File: src/rtl/keypad_scan_if.sv
// Key event handshake between keypad_scan (master) and its consumer (slave).
// With KEYPAD_RELEASE_EVT_EN defined, key_release marks an event as a release.
interface keypad_scan_if;
  logic [3:0] key_code;
  logic       key_valid;
  logic       key_ack;
  logic       key_down;
  logic       overrun;
`ifdef KEYPAD_RELEASE_EVT_EN
  logic       key_release;

  modport master (
    output key_code, key_valid, key_down, overrun, key_release,
    input  key_ack
  );
  modport slave (
    input  key_code, key_valid, key_down, overrun, key_release,
    output key_ack
  );
`else
  modport master (
    output key_code, key_valid, key_down, overrun,
    input  key_ack
  );
  modport slave (
    input  key_code, key_valid, key_down, overrun,
    output key_ack
  );
`endif
endinterface

File: src/rtl/keypad_scan.sv
// 4x4 keypad scanner: row drive, frame decode with ghost rejection, debounce, depth-1 event register.
// Optional KEYPAD_RELEASE_EVT_EN adds release events and the key_release output.
module keypad_scan #(
  parameter int unsigned SCAN_DIV       = 12000,
  parameter int unsigned DEBOUNCE_SCANS = 4
) (
  input  logic             hwclk,
  input  logic             rst_n,
  output logic [3:0]       keypad_r,
  input  logic [3:0]       keypad_c,
  keypad_scan_if.master    evt
);

  typedef struct packed {
    logic       is_key;
    logic [3:0] code;
  } key_state_t;

  localparam key_state_t KEY_NONE = '0;

  logic [3:0]  c_meta, c_sync;
  logic [15:0] div_cnt;
  logic [1:0]  row;
  logic        dwell_end, frame_end;

  // Frame accumulator: low-bit count saturates at 2, which already means ghost.
  logic [1:0]  acc_lows;
  logic [3:0]  acc_code;
  logic [1:0]  samp_lows, tot_lows;
  logic [1:0]  samp_col;
  logic [3:0]  tot_code;
  logic [2:0]  lows_sum;

  key_state_t  cand, cand_nxt, stable, frame_key;
  logic [3:0]  cnt, cnt_nxt;
  logic        ghost, stable_upd;

  logic        evt_req;
  logic [3:0]  evt_req_code;
`ifdef KEYPAD_RELEASE_EVT_EN
  logic        evt_req_rel;
`endif

  assign keypad_r  = ~(4'b0001 << row);
  assign dwell_end = (div_cnt == 16'(SCAN_DIV - 1));
  assign frame_end = dwell_end && (row == 2'd3);

  // NOTE: the synchronizer resets to all-ones (idle columns) so a reset never looks like a press.
  always_ff @(posedge hwclk or negedge rst_n) begin
    if (!rst_n) begin
      c_meta <= '1;
      c_sync <= '1;
    end else begin
      // NOTE: non-blocking assignments keep both flops sampling the same edge.
      c_meta <= keypad_c;
      c_sync <= c_meta;
    end
  end

  always_ff @(posedge hwclk or negedge rst_n) begin
    if (!rst_n) begin
      div_cnt <= '0;
      row     <= '0;
    end else if (dwell_end) begin
      div_cnt <= '0;
      row     <= row + 2'd1;
    end else begin
      div_cnt <= div_cnt + 16'd1;
    end
  end

  // NOTE: every always_comb output gets a default first so no latch is inferred.
  always_comb begin
    samp_lows = 2'd0;
    samp_col  = 2'd0;
    for (int i = 0; i < 4; i++) begin
      if (!c_sync[i]) begin
        if (samp_lows != 2'd2) samp_lows = samp_lows + 2'd1;
        samp_col = 2'(i);
      end
    end
  end

  assign lows_sum = {1'b0, acc_lows} + {1'b0, samp_lows};
  assign tot_lows = (lows_sum >= 3'd2) ? 2'd2 : lows_sum[1:0];
  assign tot_code = (acc_lows != 2'd0) ? acc_code : {row, samp_col};
  assign ghost    = (tot_lows == 2'd2);

  always_ff @(posedge hwclk or negedge rst_n) begin
    if (!rst_n) begin
      acc_lows <= '0;
      acc_code <= '0;
    end else if (frame_end) begin
      acc_lows <= '0;
      acc_code <= '0;
    end else if (dwell_end) begin
      acc_lows <= tot_lows;
      acc_code <= tot_code;
    end
  end

  always_comb begin
    frame_key.is_key = (tot_lows == 2'd1);
    frame_key.code   = (tot_lows == 2'd1) ? tot_code : 4'd0;
    cand_nxt         = cand;
    cnt_nxt          = cnt;
    if (frame_end && !ghost) begin
      if (frame_key == cand) begin
        if (cnt != 4'd15) cnt_nxt = cnt + 4'd1;
      end else begin
        cand_nxt = frame_key;
        cnt_nxt  = 4'd1;
      end
    end
    stable_upd = frame_end && !ghost &&
                 (cnt_nxt >= 4'(DEBOUNCE_SCANS)) && (cand_nxt != stable);
  end

  always_ff @(posedge hwclk or negedge rst_n) begin
    if (!rst_n) begin
      cand         <= KEY_NONE;
      cnt          <= '0;
      stable       <= KEY_NONE;
      evt_req      <= 1'b0;
      evt_req_code <= '0;
`ifdef KEYPAD_RELEASE_EVT_EN
      evt_req_rel  <= 1'b0;
`endif
    end else begin
      cand   <= cand_nxt;
      cnt    <= cnt_nxt;
      if (stable_upd) stable <= cand_nxt;
`ifdef KEYPAD_RELEASE_EVT_EN
      // A release reports the key that was held, i.e. the outgoing stable code.
      evt_req      <= stable_upd && (cand_nxt.is_key || stable.is_key);
      evt_req_code <= cand_nxt.is_key ? cand_nxt.code : stable.code;
      evt_req_rel  <= !cand_nxt.is_key;
`else
      evt_req      <= stable_upd && cand_nxt.is_key;
      evt_req_code <= cand_nxt.code;
`endif
    end
  end

  always_ff @(posedge hwclk or negedge rst_n) begin
    if (!rst_n) begin
      evt.key_code    <= '0;
      evt.key_valid   <= 1'b0;
      evt.key_down    <= 1'b0;
      evt.overrun     <= 1'b0;
`ifdef KEYPAD_RELEASE_EVT_EN
      evt.key_release <= 1'b0;
`endif
    end else begin
      evt.key_down <= stable.is_key;
      if (evt_req) begin
        if (!evt.key_valid || evt.key_ack) begin
          evt.key_code    <= evt_req_code;
          evt.key_valid   <= 1'b1;
`ifdef KEYPAD_RELEASE_EVT_EN
          evt.key_release <= evt_req_rel;
`endif
        end else begin
          evt.overrun <= 1'b1;
        end
      end else if (evt.key_ack) begin
        evt.key_valid <= 1'b0;
      end
    end
  end

endmodule

File: src/flat_wrapper.sv
// flat-port wrapper written by rule: the top's interface ports become plain ports
module keypad_scan_flat 
#(
  parameter int unsigned SCAN_DIV       = 12000,
  parameter int unsigned DEBOUNCE_SCANS = 4
)
  (hwclk, rst_n, keypad_r, keypad_c, evt_key_code, evt_key_valid, evt_key_down, evt_overrun, evt_key_ack);
  keypad_scan_if evt_i ();
  input  logic hwclk;
  input  logic rst_n;
  output logic [3:0] keypad_r;
  input  logic [3:0] keypad_c;
  output wire logic [$bits(evt_i.key_code)-1:0] evt_key_code;
  output wire logic [$bits(evt_i.key_valid)-1:0] evt_key_valid;
  output wire logic [$bits(evt_i.key_down)-1:0] evt_key_down;
  output wire logic [$bits(evt_i.overrun)-1:0] evt_overrun;
  input wire logic [$bits(evt_i.key_ack)-1:0] evt_key_ack;
  assign evt_key_code = evt_i.key_code;
  assign evt_key_valid = evt_i.key_valid;
  assign evt_key_down = evt_i.key_down;
  assign evt_overrun = evt_i.overrun;
  assign evt_i.key_ack = evt_key_ack;
  keypad_scan #(.SCAN_DIV(SCAN_DIV), .DEBOUNCE_SCANS(DEBOUNCE_SCANS)) u_core (.hwclk(hwclk), .rst_n(rst_n), .keypad_r(keypad_r), .keypad_c(keypad_c), .evt(evt_i));
endmodule
File: config.mk
export PLATFORM = sky130hd
export DESIGN_NAME = keypad_scan_flat
export DESIGN_NICKNAME = d
export VERILOG_FILES = /design/src/rtl/keypad_scan_if.sv /design/src/rtl/keypad_scan.sv /design/src/flat_wrapper.sv
export SDC_FILE = /design/constraint.sdc
export NUM_CORES = 1
export LEC_CHECK = 0
export BUFFER_PORTS_ARGS = -buffer_cell sky130_fd_sc_hd__buf_2
export CAP_MARGIN = 10
export CORE_MARGIN = 3
export CORE_UTILIZATION = 62
export CTS_BUF_LIST = sky130_fd_sc_hd__clkbuf_8
export DETAILED_ROUTE_END_ITERATION = 12
export PLACE_DENSITY = 0.83
export SYNTH_ARGS = -nofsm -noshare
export SYNTH_HDL_FRONTEND = slang
export SYNTH_SLANG_ARGS = --single-unit
export TNS_END_PERCENT = 20
File: constraint.sdc
create_clock -name hwclk -period 5.2 [get_ports hwclk]
set_input_delay 0.26 -clock hwclk [delete_from_list [all_inputs] [get_ports hwclk]]
set_output_delay 0.26 -clock hwclk [all_outputs]
set_load 0.005 [all_outputs]
==> run_results.csv, run 1 <==
group,metric,value,unit
setup_path,r2r_start,"u_core.c_sync[0]$_DFF_PN1_",
drt,dr_wl_met2,2400,um
clock_tree,cts-buffers-inserted,5,
place,dp_hpwl,3630,um
global_route,grt_max_degree,55,
drt,vias,1953,
global_route,grtUsageTotal,20.9,%
place,io_buffers,17,
setup_path,critical_path_arrival,4.35,ns
timing,finalSetupViolations,0,
timing,timing.hold.ws,0.0417,ns
logic_synthesis,synth.avg_cell_area,10.2,um^2
drt,avgRoutedWirePerCell,14.2,um
timing,maxSlewHeadroom,46.0,%
clock_tree,cts_tree,"built",
pwr,pwr-share-comb,4.9,%
timing,worst_pin_slew,0.807,ns
layout,antenna_cells,0,
clock_tree,clk_pin_slew,0.09,ns
drt,drc,0,
floorplanning,boundaryPins,18,
setup_path,cp.required,5.43,ns
floorplanning,die-width,72.8,um
drt,dr.first_iter.drc_count,156,
outcome,status,"completed",
pwr,p_sw,155,uW
global_route,gr-total-overflow,0,
clock_tree,ctsHoldBuffers,0,
setup_path,startpoint_type,"flop",
drt,post_drt_via_cell_ratio,5.69,
timing,fmax,243,MHz
setup_path,cp_max_fo,8,
timing,fin_tns_setup,0,ns
layout,drive_above_1_share,17.1,%
layout,final_common_cell,"dfrtp_1",
drt,ant_nets,0,
logic_synthesis,synth_seq_area_share,49.2,%
pwr,p_seq_share,62.5,%
drt,wl_met3,218,um
floorplanning,dieArea,0.00530,mm^2
layout,layout_common_cells,"46 x dfrtp_1, 35 x nor2_1, 27 x nand2_1",
layout,n_fill_cell,313,
timing,hold_viol,0,
pwr,ir_worst_vdd,144,uV
pwr,static-leakage-power,0.00143,uW
logic_synthesis,synthCells,271,
worst_hold_path,hold_class,"in2reg",
logic_synthesis,synthArstFlopShare,100,%
logic_synthesis,syn_nets,289,
logic_synthesis,synth_edf_count,0,
clock_tree,cts_setup_buffers,0,
setup_path,startpoint,"u_core.c_sync[0]$_DFF_PN1_",
pwr,pwr-share-clk,32.6,%
floorplanning,coreArea,0.00414,mm^2
layout,syn2layout_area_growth,8.32,%
place,place.gp.congestion,0.877,
clock_tree,cts_root_buffer,"clkbuf_8",
global_route,antenna_found_initial,0,
clock_tree,cts_buffer_depth,2,
timing,fin_crit_sh,79.2,%
logic_synthesis,synth_ff_type,"dfrtp_1",
setup_path,criticalPathCategory,"reg2reg",
layout,nets,310,
timing,fin_skew,0.00885,ns
logic_synthesis,synth_seq_cells,54,
setup_path,endpoint_kind,"flop",
worst_hold_path,min_from,"keypad_c[3]",
floorplanning,die_y,72.8,um
drt,drt_pre_antenna_iters,4,
global_route,grt_pass1_vias,1939,
global_route,grt_pass1_wl,8670,um
timing,rsz0062_at_grt,"false",
clock_tree,clock_latency,0.30,ns
logic_synthesis,synth_cell_types,48,
flow_run,max-cap-violations,0,
timing,finalMaxSlewViolations,0,
pwr,p_int,529,uW
timing,fin_crit,4.12,ns
logic_synthesis,ys_warn_count,0,
clock_tree,cts-htree-levels,2,
pwr,swShare,22.7,%
pwr,power_density,228,mW/mm^2
drt,met1Wirelength,2170,um
logic_synthesis,syn-cell-area,0.00277,mm^2
clock_tree,ctsResizeCount,0,
drt,wl,4860,um
floorplanning,num_rows,23,
clock_tree,cts.sinks,54,
floorplanning,start_util,66.8,%
drt,top_layer,"met4",
==> metal layers <==
metal  global-route usage [%]  up-vias
met5                        0        -
met4                     7.79        0
met3                     4.27        9
met2                     34.3       51
met1                     27.5      921
li1                         -      972
==> cells by family (layout without fill, tap and decap cells) <==
logic type / Yosys count / after routing / share of synthesized area, %
and+or+nand+nor: 108 / 108 / 19.3
DFF: 54 / 54 / 49.2
AOI/OAI and AO/OA: 39 / 39 / 9.86
xor gates and xnor gates: 21 / 21 / 6.65
buffers and inverters: 21 / 43 / 2.89
muxes: 17 / 17 / 6.87
adders and majority gates: 11 / 11 / 5.24
==> state kept, by name (all words and copies together), names as in the netlist, named ones only <==
signal,flops
u_core.cand,5
u_core.evt.key_valid,1
u_core.evt_req,1
u_core.c_meta,4
u_core.row,2
u_core.c_sync,4
u_core.div_cnt,16
u_core.acc_code,4
u_core.acc_lows,2
u_core.cnt,2
u_core.evt.key_code,4
u_core.stable,5
u_core.evt.overrun,1
u_core.evt.key_down,1
==> worst max-delay path: stages (launching register included) <==
cell	delay (ns)
dfstp_2	0.55
inv_1	0.04
ha_1	0.30
mux2i_1	0.21
ha_1	0.19
nor2_1	0.04
a21oi_1	0.14
ha_1	0.16
inv_1	0.04
fa_1	0.53
and3_1	0.30
o211ai_1	0.13
or3_1	0.36
nor2_1	0.18
o32ai_4	0.18
mux2_4	0.36
xnor2_1	0.12
a41oi_1	0.20
==> cells in the mapped netlist (3+ instances only) <==
library cell	number	area, um^2
nand2_1	27	101
clkbuf_1	4	15.0
or3_1	3	18.8
a21oi_1	9	45.0
dfstp_2	8	210
mux2_2	8	90.1
nor3_1	5	25.0
mux2i_1	7	70.1
xnor2_1	10	87.6
o211ai_1	3	22.5
nand3_1	10	50.1
inv_1	16	60.1
o21ai_0	9	45.0
and3_1	4	25.0
nor2_1	35	131
nand4_1	7	43.8
dfrtp_1	46	1150
xor2_1	11	96.3
ha_1	10	125
nand2b_1	5	31.3
==> area by class of cell <==
class	instances	area (um^2)	area share [%]
Multi-Input combinational cell	196	1330	44.2
Timing Repair Buffer	19	100	3.34
Tap cell	50	62.6	2.09
Clock inverter	3	18.8	0.626
Inverter	16	60.1	2.00
Sequential cell	54	1360	45.4
Clock buffer	5	68.8	2.30
==> stage by stage <==
step	worst slack, ns	utilization, %	std cells	total power, uW	cell area (um^2)
detailed placement	1.12	70.2	335	469	2910
global placement	1.31	70.2	335	467	2910
finish	1.08	72.3	343	685	3000
CTS	1.08	72.3	343	694	3000
global route	0.766	72.3	343	718	3000
floorplan	1.38	-	271	454	2770
==> power groups by stage <==
stage	clock, uW	combinational (uW)	sequential (uW)
2_1_floorplan	0	19.0	435
3_3_place_gp	0	31.8	436
3_5_place_dp	0	33.3	436
4_1_cts	232	33.7	428
5_1_grt	252	38.2	429
6_report	223	33.3	428
==> path summary, 6_finish.rpt <==
check | endpoint | slack, ns | cells after the start
worst max-delay path | u_core.evt_req$_DFF_PN0_ | 1.08 | 17
worst min-delay path | u_core.c_meta[3]$_DFF_PN1_ | 0.04 | 1
worst max register to register | u_core.evt_req$_DFF_PN0_ | 1.08 | 17
worst min register to register | u_core.c_sync[3]$_DFF_PN1_ | 0.36 | 0
max in group asynchronous | asynchronous set/reset pin | 4.70 | 2
min in group asynchronous | u_core.evt.key_code[3]$_DFFE_PN0P_ | 0.07 | 2
Power figures use the tool's default switching activity.
==> inputs of run 2 (changes only) <==
==> constraint.sdc (replaced) <==
create_clock -name hwclk -period 4.1 [get_ports hwclk]
set_input_delay 0.205 -clock hwclk [delete_from_list [all_inputs] [get_ports hwclk]]
set_output_delay 0.205 -clock hwclk [all_outputs]
set_load 0.005 [all_outputs]
==> run_results.csv, run 2 (synthesis gave the netlist of run 1 again) <==
group,metric,value,unit
pwr,static-leakage-power,0.00149,uW
clock_tree,clk_pin_slew,0.09,ns
timing,rsz0062_at_grt,"true",
layout,instances_no_fill,351,
layout,layout_common_cells,"46 x dfrtp_1, 34 x nor2_1, 27 x nand2_1",
setup_path,startpoint_type,"flop",
timing,finalSetupViolations,0,
floorplanning,die_y,72.8,um
layout,syn2layout_area_growth,12.6,%
clock_tree,clock_latency,0.30,ns
layout,final_common_cell,"dfrtp_1",
place,dp_hpwl,3560,um
layout,regMostFlops,"u_core.div_cnt",
drt,drt_pre_antenna_iters,4,
timing,finalMaxSlewViolations,0,
clock_tree,cts-htree-levels,2,
floorplanning,die-width,72.8,um
setup_path,crit_path_frequent_cell,"ha_1",
timing,fin_skew,0.0109,ns
clock_tree,cts_buffer_depth,2,
drt,ant_nets,0,
setup_path,criticalPathCategory,"reg2reg",
global_route,grt_pass1_vias,1944,
global_route,grt_pass1_wl,8750,um
floorplanning,num_rows,23,
floorplanning,start_util,66.8,%
global_route,gr-total-overflow,0,
place,place.gp.congestion,0.877,
timing,fin_crit,3.88,ns
timing,hold_viol,0,
clock_tree,cts.sinks,54,
floorplanning,boundaryPins,18,
place,dp_cells,336,
setup_path,cpPeakStageDelay,0.55,ns
timing,fmax,258,MHz
setup_path,cp_slowest_cell,"dfstp_2",
setup_path,endpoint_kind,"flop",
place,io_buffers,17,
drt,vias,1975,
pwr,ir_worst_vdd,158,uV
layout,antenna_cells,0,
drt,wl,4850,um
timing,worst_pin_slew,0.782,ns
setup_path,cp.required,4.32,ns
timing,fin_tns_setup,0,ns
layout,nets,318,
pwr,finalPower,932,uW
drt,drc,0,
clock_tree,cts_tree,"built",
global_route,antenna_found_initial,0,
outcome,status,"completed",
setup_path,cp_max_fo,7,
pwr,power_density,299,mW/mm^2
flow_run,max-cap-violations,0,
setup_path,rr_worst_depth,17,
global_route,grtUsageTotal,20.9,%
timing,fin_crit_sh,94.7,%
layout,drive_above_1_share,19.6,%
layout,largest_register_ffs,16,
clock_tree,cts_root_buffer,"clkbuf_8",
timing,timing.hold.ws,0.00713,ns
floorplanning,coreArea,0.00414,mm^2
global_route,grt_max_degree,55,
timing,maxSlewHeadroom,47.7,%
drt,avgRoutedWirePerCell,13.8,um
drt,dr.first_iter.drc_count,176,
layout,largestRegisters,"u_core.div_cnt (16), u_core.cand (5), u_core.stable (5)",
setup_path,path_cells,"inv_1, ha_1, mux2i_1, ha_1, nor2_1, a21oi_1, ha_1, inv_1, fa_1, and3_4, o211ai_1, or3_4, nor2_4, o32ai_4, mux2_4, xnor2_1, a41oi_1",
setup_path,critical_path_arrival,4.10,ns
layout,post-route-util,75.2,%
drt,post_drt_via_cell_ratio,5.63,
worst_hold_path,hold_class,"in2async",
clock_tree,cts-buffers-inserted,5,
floorplanning,dieArea,0.00530,mm^2
==> run 2: path summary, 6_finish.rpt <==
path | startpoint | end | slack (ns)
setup / recovery | u_core.c_sync[0]$_DFF_PN1_ | u_core.evt_req$_DFF_PN0_ | 0.22
hold / removal | rst_n | u_core.acc_lows[0]$_DFFE_PN0P_ | 0.007
setup reg to reg | u_core.c_sync[0]$_DFF_PN1_ | u_core.evt_req$_DFF_PN0_ | 0.22
hold reg to reg | u_core.c_meta[1]$_DFF_PN1_ | u_core.c_sync[1]$_DFF_PN1_ | 0.36
max in group asynchronous | rst_n | u_core.cnt[3]$_DFF_PN0_ | 3.66
min in group hwclk | evt_key_ack | u_core.evt.key_valid$_DFFE_PN0P_ | 0.20
==> run 2: per-stage QoR <==
stage	instance area [um^2]	setup WS [ns]
after floorplan	2770	0.282
after global placement	2920	0.215
after detailed placement	2920	0.0723
after CTS	3070	0.0419
after global routing	3120	0.000405
final	3120	0.217
==> run 2: layout make-up <==
class	count	area [um^2]
timing repair buffer	27	170
clock inverter	3	41.3
tap	50	62.6
multi-input combinational	196	1350
clock buffer	5	68.8
sequential	54	1360
inverter	16	60.1
fill	298	1030
==> run 2: power breakdown <==
group          internal [uW]  leakage, uW  switching [uW]
registers                539     0.000713            3.16
clock network            180    0.0000556             162
logic                   18.8     0.000718            29.8
total                    738      0.00149             195
==> run 2: per-layer routing <==
metal / track usage, % / vias to the layer above / wire length (um)
met4: 5.94 / 0 / 84
met5: 0 / - / 0
met2: 34.9 / 40 / 2380
met3: 4.27 / 10 / 182
met1: 27.8 / 931 / 2210
li1: - / 994 / -
==> run 2: what timing repair did <==
item                                    4_1_cts  5_1_grt
endpoints found under the setup margin        0        6
endpoints found under the hold margin         4        0
gates resized for setup                       0        8
setup buffers                                 0        3
hold buffers                                  4        0
==> run 2: critical path, delay by kind of cell, from the launching register on <==
family	cells	cell delay (ns)
buffers and inverters	2	0.10
multiplexers	2	0.54
AND/OR/NAND/NOR	4	0.77
flip-flops	1	0.55
adder cells (fa/ha/maj)	4	1.17
XOR/XNOR	1	0.13
AO/OA/AOI/OAI	4	0.55
